## src/rtl/mem_slot_arbiter.sv

```systemverilog
// Master-clock bus sequencer: shares one synchronous single-port RAM between
// the video scanner (phase 0 of every CPU cycle) and a CPU-or-DMA slot
// (phase DIV-3), and produces the CPU step enable.
//
// All outputs are flops loaded from next-phase decode, so a strobe shown as
// "at phase p" is high during the clock in which phase_q == p.  Read data is
// captured on the edge that ends the phase after the RAM select. The video
// fetch of cycle 0 straight out of reset is not issued, because ram_cs
// resets low.
module mem_slot_arbiter #(
  parameter int DIV         = 14,
  parameter int STRETCH     = 2,
  parameter int LINE_CYCLES = 65,
  parameter int DMA_BURST   = 4,
  parameter int ADDR_WIDTH  = 16,
  parameter int DATA_WIDTH  = 8
) (
  input  logic                  clk,
  input  logic                  reset_n,
  input  logic [ADDR_WIDTH-1:0] cpu_addr,
  input  logic                  cpu_we,
  input  logic [DATA_WIDTH-1:0] cpu_wdata,
  output logic [DATA_WIDTH-1:0] cpu_rdata,
  output logic                  cpu_ce,
  input  logic [ADDR_WIDTH-1:0] vid_addr,
  output logic [DATA_WIDTH-1:0] vid_rdata,
  output logic                  vid_valid,
  input  logic                  dma_req,
  input  logic [ADDR_WIDTH-1:0] dma_addr,
  input  logic                  dma_we,
  input  logic [DATA_WIDTH-1:0] dma_wdata,
  output logic                  dma_gnt,
  output logic                  dma_done,
  output logic [DATA_WIDTH-1:0] dma_rdata,
  output logic                  ram_cs,
  output logic                  ram_we,
  output logic [ADDR_WIDTH-1:0] ram_addr,
  output logic [DATA_WIDTH-1:0] ram_wdata,
  input  logic [DATA_WIDTH-1:0] ram_rdata
);

  localparam int PW = $clog2(DIV + STRETCH + 1);
  localparam int CW = $clog2(LINE_CYCLES + 1);
  localparam int BW = $clog2(DMA_BURST + 1);

  localparam logic [PW-1:0] PH_VID       = '0;
  localparam logic [PW-1:0] PH_VID_RD    = PW'(1);
  localparam logic [PW-1:0] PH_VID_VALID = PW'(2);
  localparam logic [PW-1:0] PH_ARB       = PW'(7);
  localparam logic [PW-1:0] PH_GNT       = PW'(8);
  localparam logic [PW-1:0] PH_SLOT      = PW'(DIV - 3);
  localparam logic [PW-1:0] PH_SLOT_RD   = PW'(DIV - 2);
  localparam logic [PW-1:0] PH_LAST_S    = PW'(DIV - 1);
  localparam logic [PW-1:0] PH_LAST_L    = PW'(DIV + STRETCH - 1);
  localparam logic [CW-1:0] CYC_LAST     = CW'(LINE_CYCLES - 1);
  localparam logic [BW-1:0] BURST_MAX    = BW'(DMA_BURST);

  typedef enum logic {
    OWN_CPU = 1'b0,
    OWN_DMA = 1'b1
  } owner_e;

  logic [PW-1:0]         phase_q, phase_d, phase_last, next_last;
  logic [CW-1:0]         cycle_q, cycle_d;
  owner_e                owner_q, owner_d;
  logic [BW-1:0]         burst_q, burst_d;
  logic                  acc_we_q, acc_we_d;

  logic [DATA_WIDTH-1:0] cpu_rdata_q, cpu_rdata_d;
  logic [DATA_WIDTH-1:0] dma_rdata_q, dma_rdata_d;
  logic [DATA_WIDTH-1:0] vid_rdata_q, vid_rdata_d;
  logic                  cpu_ce_q, cpu_ce_d;
  logic                  vid_valid_q, vid_valid_d;
  logic                  dma_gnt_q, dma_gnt_d;
  logic                  dma_done_q, dma_done_d;
  logic                  ram_cs_q, ram_cs_d;
  logic                  ram_we_q, ram_we_d;
  logic [ADDR_WIDTH-1:0] ram_addr_q, ram_addr_d;
  logic [DATA_WIDTH-1:0] ram_wdata_q, ram_wdata_d;

  // Next-state decode: phase/cycle timing, arbitration, RAM slots, strobes.
  always_comb begin
    phase_last = (cycle_q == CYC_LAST) ? PH_LAST_L : PH_LAST_S;
    phase_d    = phase_q + 1'b1;
    cycle_d    = cycle_q;
    if (phase_q == phase_last) begin
      phase_d = '0;
      cycle_d = (cycle_q == CYC_LAST) ? '0 : cycle_q + 1'b1;
    end
    next_last = (cycle_d == CYC_LAST) ? PH_LAST_L : PH_LAST_S;

    // Owner for the rest of the cycle is decided on the edge leaving phase 7.
    owner_d = owner_q;
    burst_d = burst_q;
    if (phase_q == PH_ARB) begin
      if (dma_req && (burst_q < BURST_MAX)) begin
        owner_d = OWN_DMA;
        burst_d = burst_q + 1'b1;
      end else begin
        owner_d = OWN_CPU;
        burst_d = '0;
      end
    end

    // Address/data hold between accesses so the bus only moves when selected.
    ram_cs_d    = 1'b0;
    ram_we_d    = 1'b0;
    ram_addr_d  = ram_addr_q;
    ram_wdata_d = ram_wdata_q;
    acc_we_d    = acc_we_q;
    if (phase_d == PH_VID) begin
      ram_cs_d   = 1'b1;
      ram_addr_d = vid_addr;
    end else if (phase_d == PH_SLOT) begin
      ram_cs_d = 1'b1;
      if (owner_d == OWN_DMA) begin
        ram_we_d    = dma_we;
        ram_addr_d  = dma_addr;
        ram_wdata_d = dma_wdata;
      end else begin
        ram_we_d    = cpu_we;
        ram_addr_d  = cpu_addr;
        ram_wdata_d = cpu_wdata;
      end
      acc_we_d = ram_we_d;
    end

    vid_rdata_d = vid_rdata_q;
    if (phase_q == PH_VID_RD) vid_rdata_d = ram_rdata;

    cpu_rdata_d = cpu_rdata_q;
    dma_rdata_d = dma_rdata_q;
    if ((phase_q == PH_SLOT_RD) && !acc_we_q) begin
      if (owner_q == OWN_DMA) dma_rdata_d = ram_rdata;
      else                    cpu_rdata_d = ram_rdata;
    end

    vid_valid_d = (phase_d == PH_VID_VALID);
    dma_gnt_d   = (owner_d == OWN_DMA) && (phase_d >= PH_GNT);
    dma_done_d  = (owner_d == OWN_DMA) && (phase_d == next_last);
    cpu_ce_d    = (owner_d == OWN_CPU) && (phase_d == next_last);
  end

  // State and registered outputs; reset abandons any access in flight.
  always_ff @(posedge clk or negedge reset_n) begin
    if (!reset_n) begin
      phase_q     <= '0;
      cycle_q     <= '0;
      owner_q     <= OWN_CPU;
      burst_q     <= '0;
      acc_we_q    <= 1'b0;
      cpu_rdata_q <= '0;
      dma_rdata_q <= '0;
      vid_rdata_q <= '0;
      cpu_ce_q    <= 1'b0;
      vid_valid_q <= 1'b0;
      dma_gnt_q   <= 1'b0;
      dma_done_q  <= 1'b0;
      ram_cs_q    <= 1'b0;
      ram_we_q    <= 1'b0;
      ram_addr_q  <= '0;
      ram_wdata_q <= '0;
    end else begin
      phase_q     <= phase_d;
      cycle_q     <= cycle_d;
      owner_q     <= owner_d;
      burst_q     <= burst_d;
      acc_we_q    <= acc_we_d;
      cpu_rdata_q <= cpu_rdata_d;
      dma_rdata_q <= dma_rdata_d;
      vid_rdata_q <= vid_rdata_d;
      cpu_ce_q    <= cpu_ce_d;
      vid_valid_q <= vid_valid_d;
      dma_gnt_q   <= dma_gnt_d;
      dma_done_q  <= dma_done_d;
      ram_cs_q    <= ram_cs_d;
      ram_we_q    <= ram_we_d;
      ram_addr_q  <= ram_addr_d;
      ram_wdata_q <= ram_wdata_d;
    end
  end

  assign cpu_rdata = cpu_rdata_q;
  assign cpu_ce    = cpu_ce_q;
  assign vid_rdata = vid_rdata_q;
  assign vid_valid = vid_valid_q;
  assign dma_gnt   = dma_gnt_q;
  assign dma_done  = dma_done_q;
  assign dma_rdata = dma_rdata_q;
  assign ram_cs    = ram_cs_q;
  assign ram_we    = ram_we_q;
  assign ram_addr  = ram_addr_q;
  assign ram_wdata = ram_wdata_q;

endmodule
```

## config.mk

```make
export PLATFORM = sky130hd
export DESIGN_NAME = mem_slot_arbiter
export DESIGN_NICKNAME = d
export VERILOG_FILES = /design/src/rtl/mem_slot_arbiter.sv
export SDC_FILE = /design/constraint.sdc
export NUM_CORES = 1
export LEC_CHECK = 0
export BUFFER_PORTS_ARGS = -buffer_cell sky130_fd_sc_hd__buf_4
export CAP_MARGIN = 20
export CORE_ASPECT_RATIO = 1.25
export CORE_MARGIN = 4
export CORE_UTILIZATION = 45
export CTS_CLUSTER_DIAMETER = 80
export CTS_CLUSTER_SIZE = 25
export DETAILED_ROUTE_END_ITERATION = 10
export HOLD_SLACK_MARGIN = 0.15
export PLACE_DENSITY = 0.83
export SLEW_MARGIN = 20
export SYNTH_ARGS = -nofsm -noshare
export SYNTH_HDL_FRONTEND = slang
export SYNTH_SLANG_ARGS = --single-unit
```

## constraint.sdc

```tcl
create_clock -name clk -period 2.42 [get_ports clk]
set_clock_uncertainty 0.15 [all_clocks]
set_input_delay 0.121 -clock clk [delete_from_list [all_inputs] [get_ports clk]]
set_output_delay 0.121 -clock clk [all_outputs]
set_load 0.005 [all_outputs]
```

# == After elaboration in Yosys (flattened, before gate mapping) ==
# Cells that the tools add are included.
# op_classes
add_sub_neg,3
order_cmp,2
n_eq_ne,9
n_mux,17
bitwise_logic,3
reduce_logical,11
# op_table
op,count
16-bit 2-to-1 mux,3
"7-bit == test, second input constant",2
7-bit 2-to-1 mux,2
5-bit by 4-bit == test with 1-bit output,2
"5-bit by 4-bit == test with 1-bit output, second input constant",2
8-bit 2-to-1 mux,1
"7-bit by 1-bit adder with 7-bit output, second input constant",1
1-bit 2-to-1 mux,7
2-bit AND reduction,3
"5-bit by 1-bit adder with 5-bit output, second input constant",1
"5-bit by 1-bit == test with 1-bit output, second input constant",1
"5-bit by 2-bit == test with 1-bit output, second input constant",1
"5-bit by 3-bit == test with 1-bit output, second input constant",1
"5-bit by 4-bit greater-or-equal comparator with 1-bit output, second input constant",1
1-bit logical AND,5
5-bit logical NOT,1
5-bit 2-to-1 mux,1
2-bit 2-to-1 mux,2
"3-bit by 1-bit adder with 3-bit output, second input constant",1
"3-bit < comparator, second input constant",1
3-bit 2-to-1 mux,1
1-bit NOT,3
2-bit nonzero test,1
1-bit logical NOT,1
# word_totals
register_bits,71
out_inout_bits,54

# == Logic depth before layout (Yosys ltp) ==
# logic_depth
word_depth,8
depth_mapped,9

# == Least setup slack after synthesis ==
# OpenSTA, ideal clock, no wires.
# synth_timing
path_type,flip-flop to flip-flop
from,register phase_q[0]
to,"register ram_addr_q[11], in the netlist ram_addr[11]"
arrival_ns,2.137
required_ns,2.145
path_slack_ns,0.008
stages_incl_launch_ff,7
n_path_buf,1
cell_sequence,dfrtp_1 -> ha_1 -> or3_1 -> a211oi_1 -> clkbuf_1 -> a21oi_1 -> mux2_4
# synth_between
elab_chain_cells,5
word_cells_on_any_way,11
classes_between,add/sub: 1; eq/ne: 3; mux: 5; reduce/logical: 2
# synth_lines
item,line,source
start: declaration,63,"logic [PW-1:0] phase_q, phase_d, phase_last, next_last;"
start signal: assignment,164,phase_q <= phase_d;
branches (longest 5 deep; another with 5-bit by 1-bit adder with 5-bit output),--,
end signal: assignment,178,ram_addr_q <= ram_addr_d;
end: declaration,78,"logic [ADDR_WIDTH-1:0] ram_addr_q, ram_addr_d;"
# Parallel ways; which one is timed is not known. The select of a mux whose other input is x is not followed.
# A chain may end at the register's enable or synchronous reset.

# == Worst setup path in the final report ==
# layout_timing
from,register cycle_q[0]
to,"register cpu_ce_q, in the netlist cpu_ce"
# layout_between
elab_chain_cells,8
word_cells_on_any_way,11
classes_between,add/sub: 1; eq/ne: 4; mux: 5; reduce/logical: 1
# layout_lines
item,line,source
start: declaration,64,"logic [CW-1:0] cycle_q, cycle_d;"
start signal: assignment,165,cycle_q <= cycle_d;
branches (longest 6 deep; another with 7-bit by 1-bit adder with 7-bit output),--,
5-bit by 4-bit == test with 1-bit output (*),141,cpu_ce_d = (owner_d == OWN_CPU) && (phase_d == next_last);
1-bit logical AND (*),141,
named net cpu_ce_d,72,"logic cpu_ce_q, cpu_ce_d;"
end signal: assignment,172,cpu_ce_q <= cpu_ce_d;
end: declaration,72,
# Mark *: on every way through the listed nets, which the timed path passes.

==> metrics.csv <==
metric;value;unit
synth_area_leaders;dfrtp_1, mux2_2, mux2i_1;
worst_pin_slew;879;ps
die_w;87.4;um
ys_seq_area_frac;0.501;
antenna_left;0;
p_int;2060;uW
fin_crit_sh;1.10;
drv_cap;0;
dr.pass1.iters;5;
hp-class;input port to async pin;
synth_area;3550;um2
vias;3586;
avgViaCountPerCell;5.77;
max_freq;376;MHz
fin_crit;2660;ps
initial_core_util;0.471;
place.gp.congestion;0.808;
combinationalPowerShare;0.175;
startpoint_type;flop;
dp_slack;-82.1;ps
worstPathArrival;2770;ps
dieArea;9380;um2
io_buffers;130;
syn_avg_cell_area;12.1;um2
grt_antenna_before_repair;0;
grt_pass1_vias;3895;
cts_tree;done;
violations;negative setup slack;
antenna_cells;0;
yosysTopAreaCellShare;0.501;
synth_edf_count;0;
grt_usage;0.288;
mappedNetlistNets;376;
finalSetupViolations;4;
cts_buffer_depth;2;
syn_to_final_growth;67.9;%
drcViolationCount;0;
criticalPathCategory;flop to flop;
routed_wl;14.7;mm
slew_headroom;0.414;
swShare;0.276;
endpoint_kind;flop;
place_inst;519;
outcome;complete, but fails checks;
rows;35;
cts_buffers;9;
drtIter0Drc;355;
clock-sinks;71;
synth_warnings;0;
root_buffer;clkbuf_8;
synth_ff_type;dfrtp_1;
finalPower;2850;uW
synth-seq-cells;71;
yosysTopAreaCell;dfrtp_1;
grt_pass1_wl;20.4;mm
hpwl;6.33;mm
power_per_cell_area;478;nW/um2
worst_slack;-242;ps
async_flop_share;1.00;
synth_cell_type_count;48;
leakage;0.00285;uW
placedInstanceArea;4730;um2
fp.dieH;107;um
hold_viol;0;
p_seq_frac;0.455;
power_frac_clock;0.370;
h-tree-depth;3;
worstPathRequired;2520;ps
maxSlewViolCount;0;
wl_per_cell;23.6;um
finalInstanceArea;5960;um2
clk_latency;370;ps
grt_max_degree;72;
worst-r2r-cell-count;9;
clkTransAtPathRegs;100;ps
final_common_cell;buf_4;
fin_cells;622;
core;7530;um2
layout-drive-gt1-share;0.470;
final_util;0.791;
p_sw;786;uW
final_cell_mix;buf_4, dlygate4sd3_1, dfrtp_1;
grt_remaining_overflow;0;
synthesis.instances;293;
worstPathMaxFanout;5;
pin_count;131;
rsz0062_at_grt;yes;
ir_worst_vdd;0.349;mV
final_net_count;608;
-- sequential cells by signal, indices dropped and copies added, names as in the netlist --
name	cells
vid_valid	1
phase_q	5
dma_rdata	8
cpu_rdata	8
cycle_q	7
vid_rdata	8
dma_done	1
ram_we	1
owner_q	1
ram_cs	1
dma_gnt	1
burst_q	3
cpu_ce	1
acc_we_q	1
ram_wdata	8
ram_addr	16
-- what timing repair did --
item                                    in CTS  in global routing
endpoints found under the hold margin      123                  0
setup buffers                                0                  8
hold buffers                                76                  0
endpoints found under the setup margin       1                 19
pin swaps                                    1                  6
gates resized for setup                      3                 24
gates cloned                                 0                  3
-- worst paths after layout --
check / from / end / slack, ps
worst max-delay path: cycle_q[0] / cpu_ce / -240
worst min-delay path: reset_n / cpu_rdata[6] / 280
worst max register to register: cycle_q[0] / cpu_ce / -240
worst min register to register: burst_q[1] / burst_q[1] / 360
max in group asynchronous: reset_n / phase_q[0] / 1220
min in group clk: burst_q[1] / burst_q[1] / 360
-- synthesized netlist by cell type (2+ instances only) --
cell type,count
a211oi_1,2
a21o_1,2
a21oi_1,27
buf_2,6
buf_4,3
buf_6,2
dfrtp_1,71
ha_1,6
inv_1,9
mux2_2,33
mux2_4,9
mux2i_1,25
nand2_1,10
nand2b_1,2
nand3_1,4
nor2_1,32
nor3_1,3
nor3b_1,2
nor4_1,3
nor4b_1,2
nor4b_2,2
nor4bb_1,2
o21ai_0,4
or3_1,2
xnor2_1,2
xor2_1,6
-- logic make-up (layout without fill, tap and decap cells) --
family | after synthesis | count (layout) | synth area share
AND/OR/NAND/NOR | 74 | 74 | 0.128
flip-flops | 71 | 71 | 0.501
multiplexers | 67 | 67 | 0.213
AO/OA/AOI/OAI | 45 | 45 | 0.0797
buffers and inverters | 22 | 259 | 0.0374
XOR/XNOR | 8 | 8 | 0.0198
adder cells (fa/ha/maj) | 6 | 6 | 0.0212
-- worst max-delay path, cell delays in order (launching register included) --
cell	delay (ps)
dfrtp_1	400
buf_4	130
buf_4	130
ha_1	180
nand2_1	100
nor4_1	260
o21ai_1	210
a2111oi_4	460
a21boi_1	210
nor3_1	310
-- metrics by stage --
stage / TNS [ps] / hold slack (ps)
6_report: -409 / 282
5_1_grt: -960 / 353
4_1_cts: 0 / 292
3_5_place_dp: -82.1 / 144
3_3_place_gp: 0 / 134
2_1_floorplan: 0 / -325
-- metal layers --
layer | up-vias | GRT usage | part of all wire
li1 | 1501 | - | -
met1 | 1735 | 0.307 | 0.34
met2 | 264 | 0.493 | 0.51
met3 | 86 | 0.0804 | 0.077
met4 | 0 | 0.174 | 0.064
met5 | - | 0 | 0
-- area by class of cell --
| type | count | area (um2) |
|---|---|---|
| Inverter | 9 | 37.5 |
| Timing Repair Buffer | 234 | 2040 |
| Clock buffer | 9 | 124 |
| Multi-Input combinational cell | 200 | 1780 |
| Clock inverter | 7 | 87.6 |
| Fill cell | 360 | 1580 |
| Sequential cell | 71 | 1780 |
| Tap cell | 92 | 115 |
-- power groups by stage --
stage	registers [uW]	clock network [uW]	logic, uW
6_report	1300	1050	499
3_3_place_gp	1310	0	350
5_1_grt	1300	1130	532
4_1_cts	1290	1030	462
3_5_place_dp	1310	0	363
2_1_floorplan	1310	0	120
No activity file was read; power rests on OpenSTA's default activity.
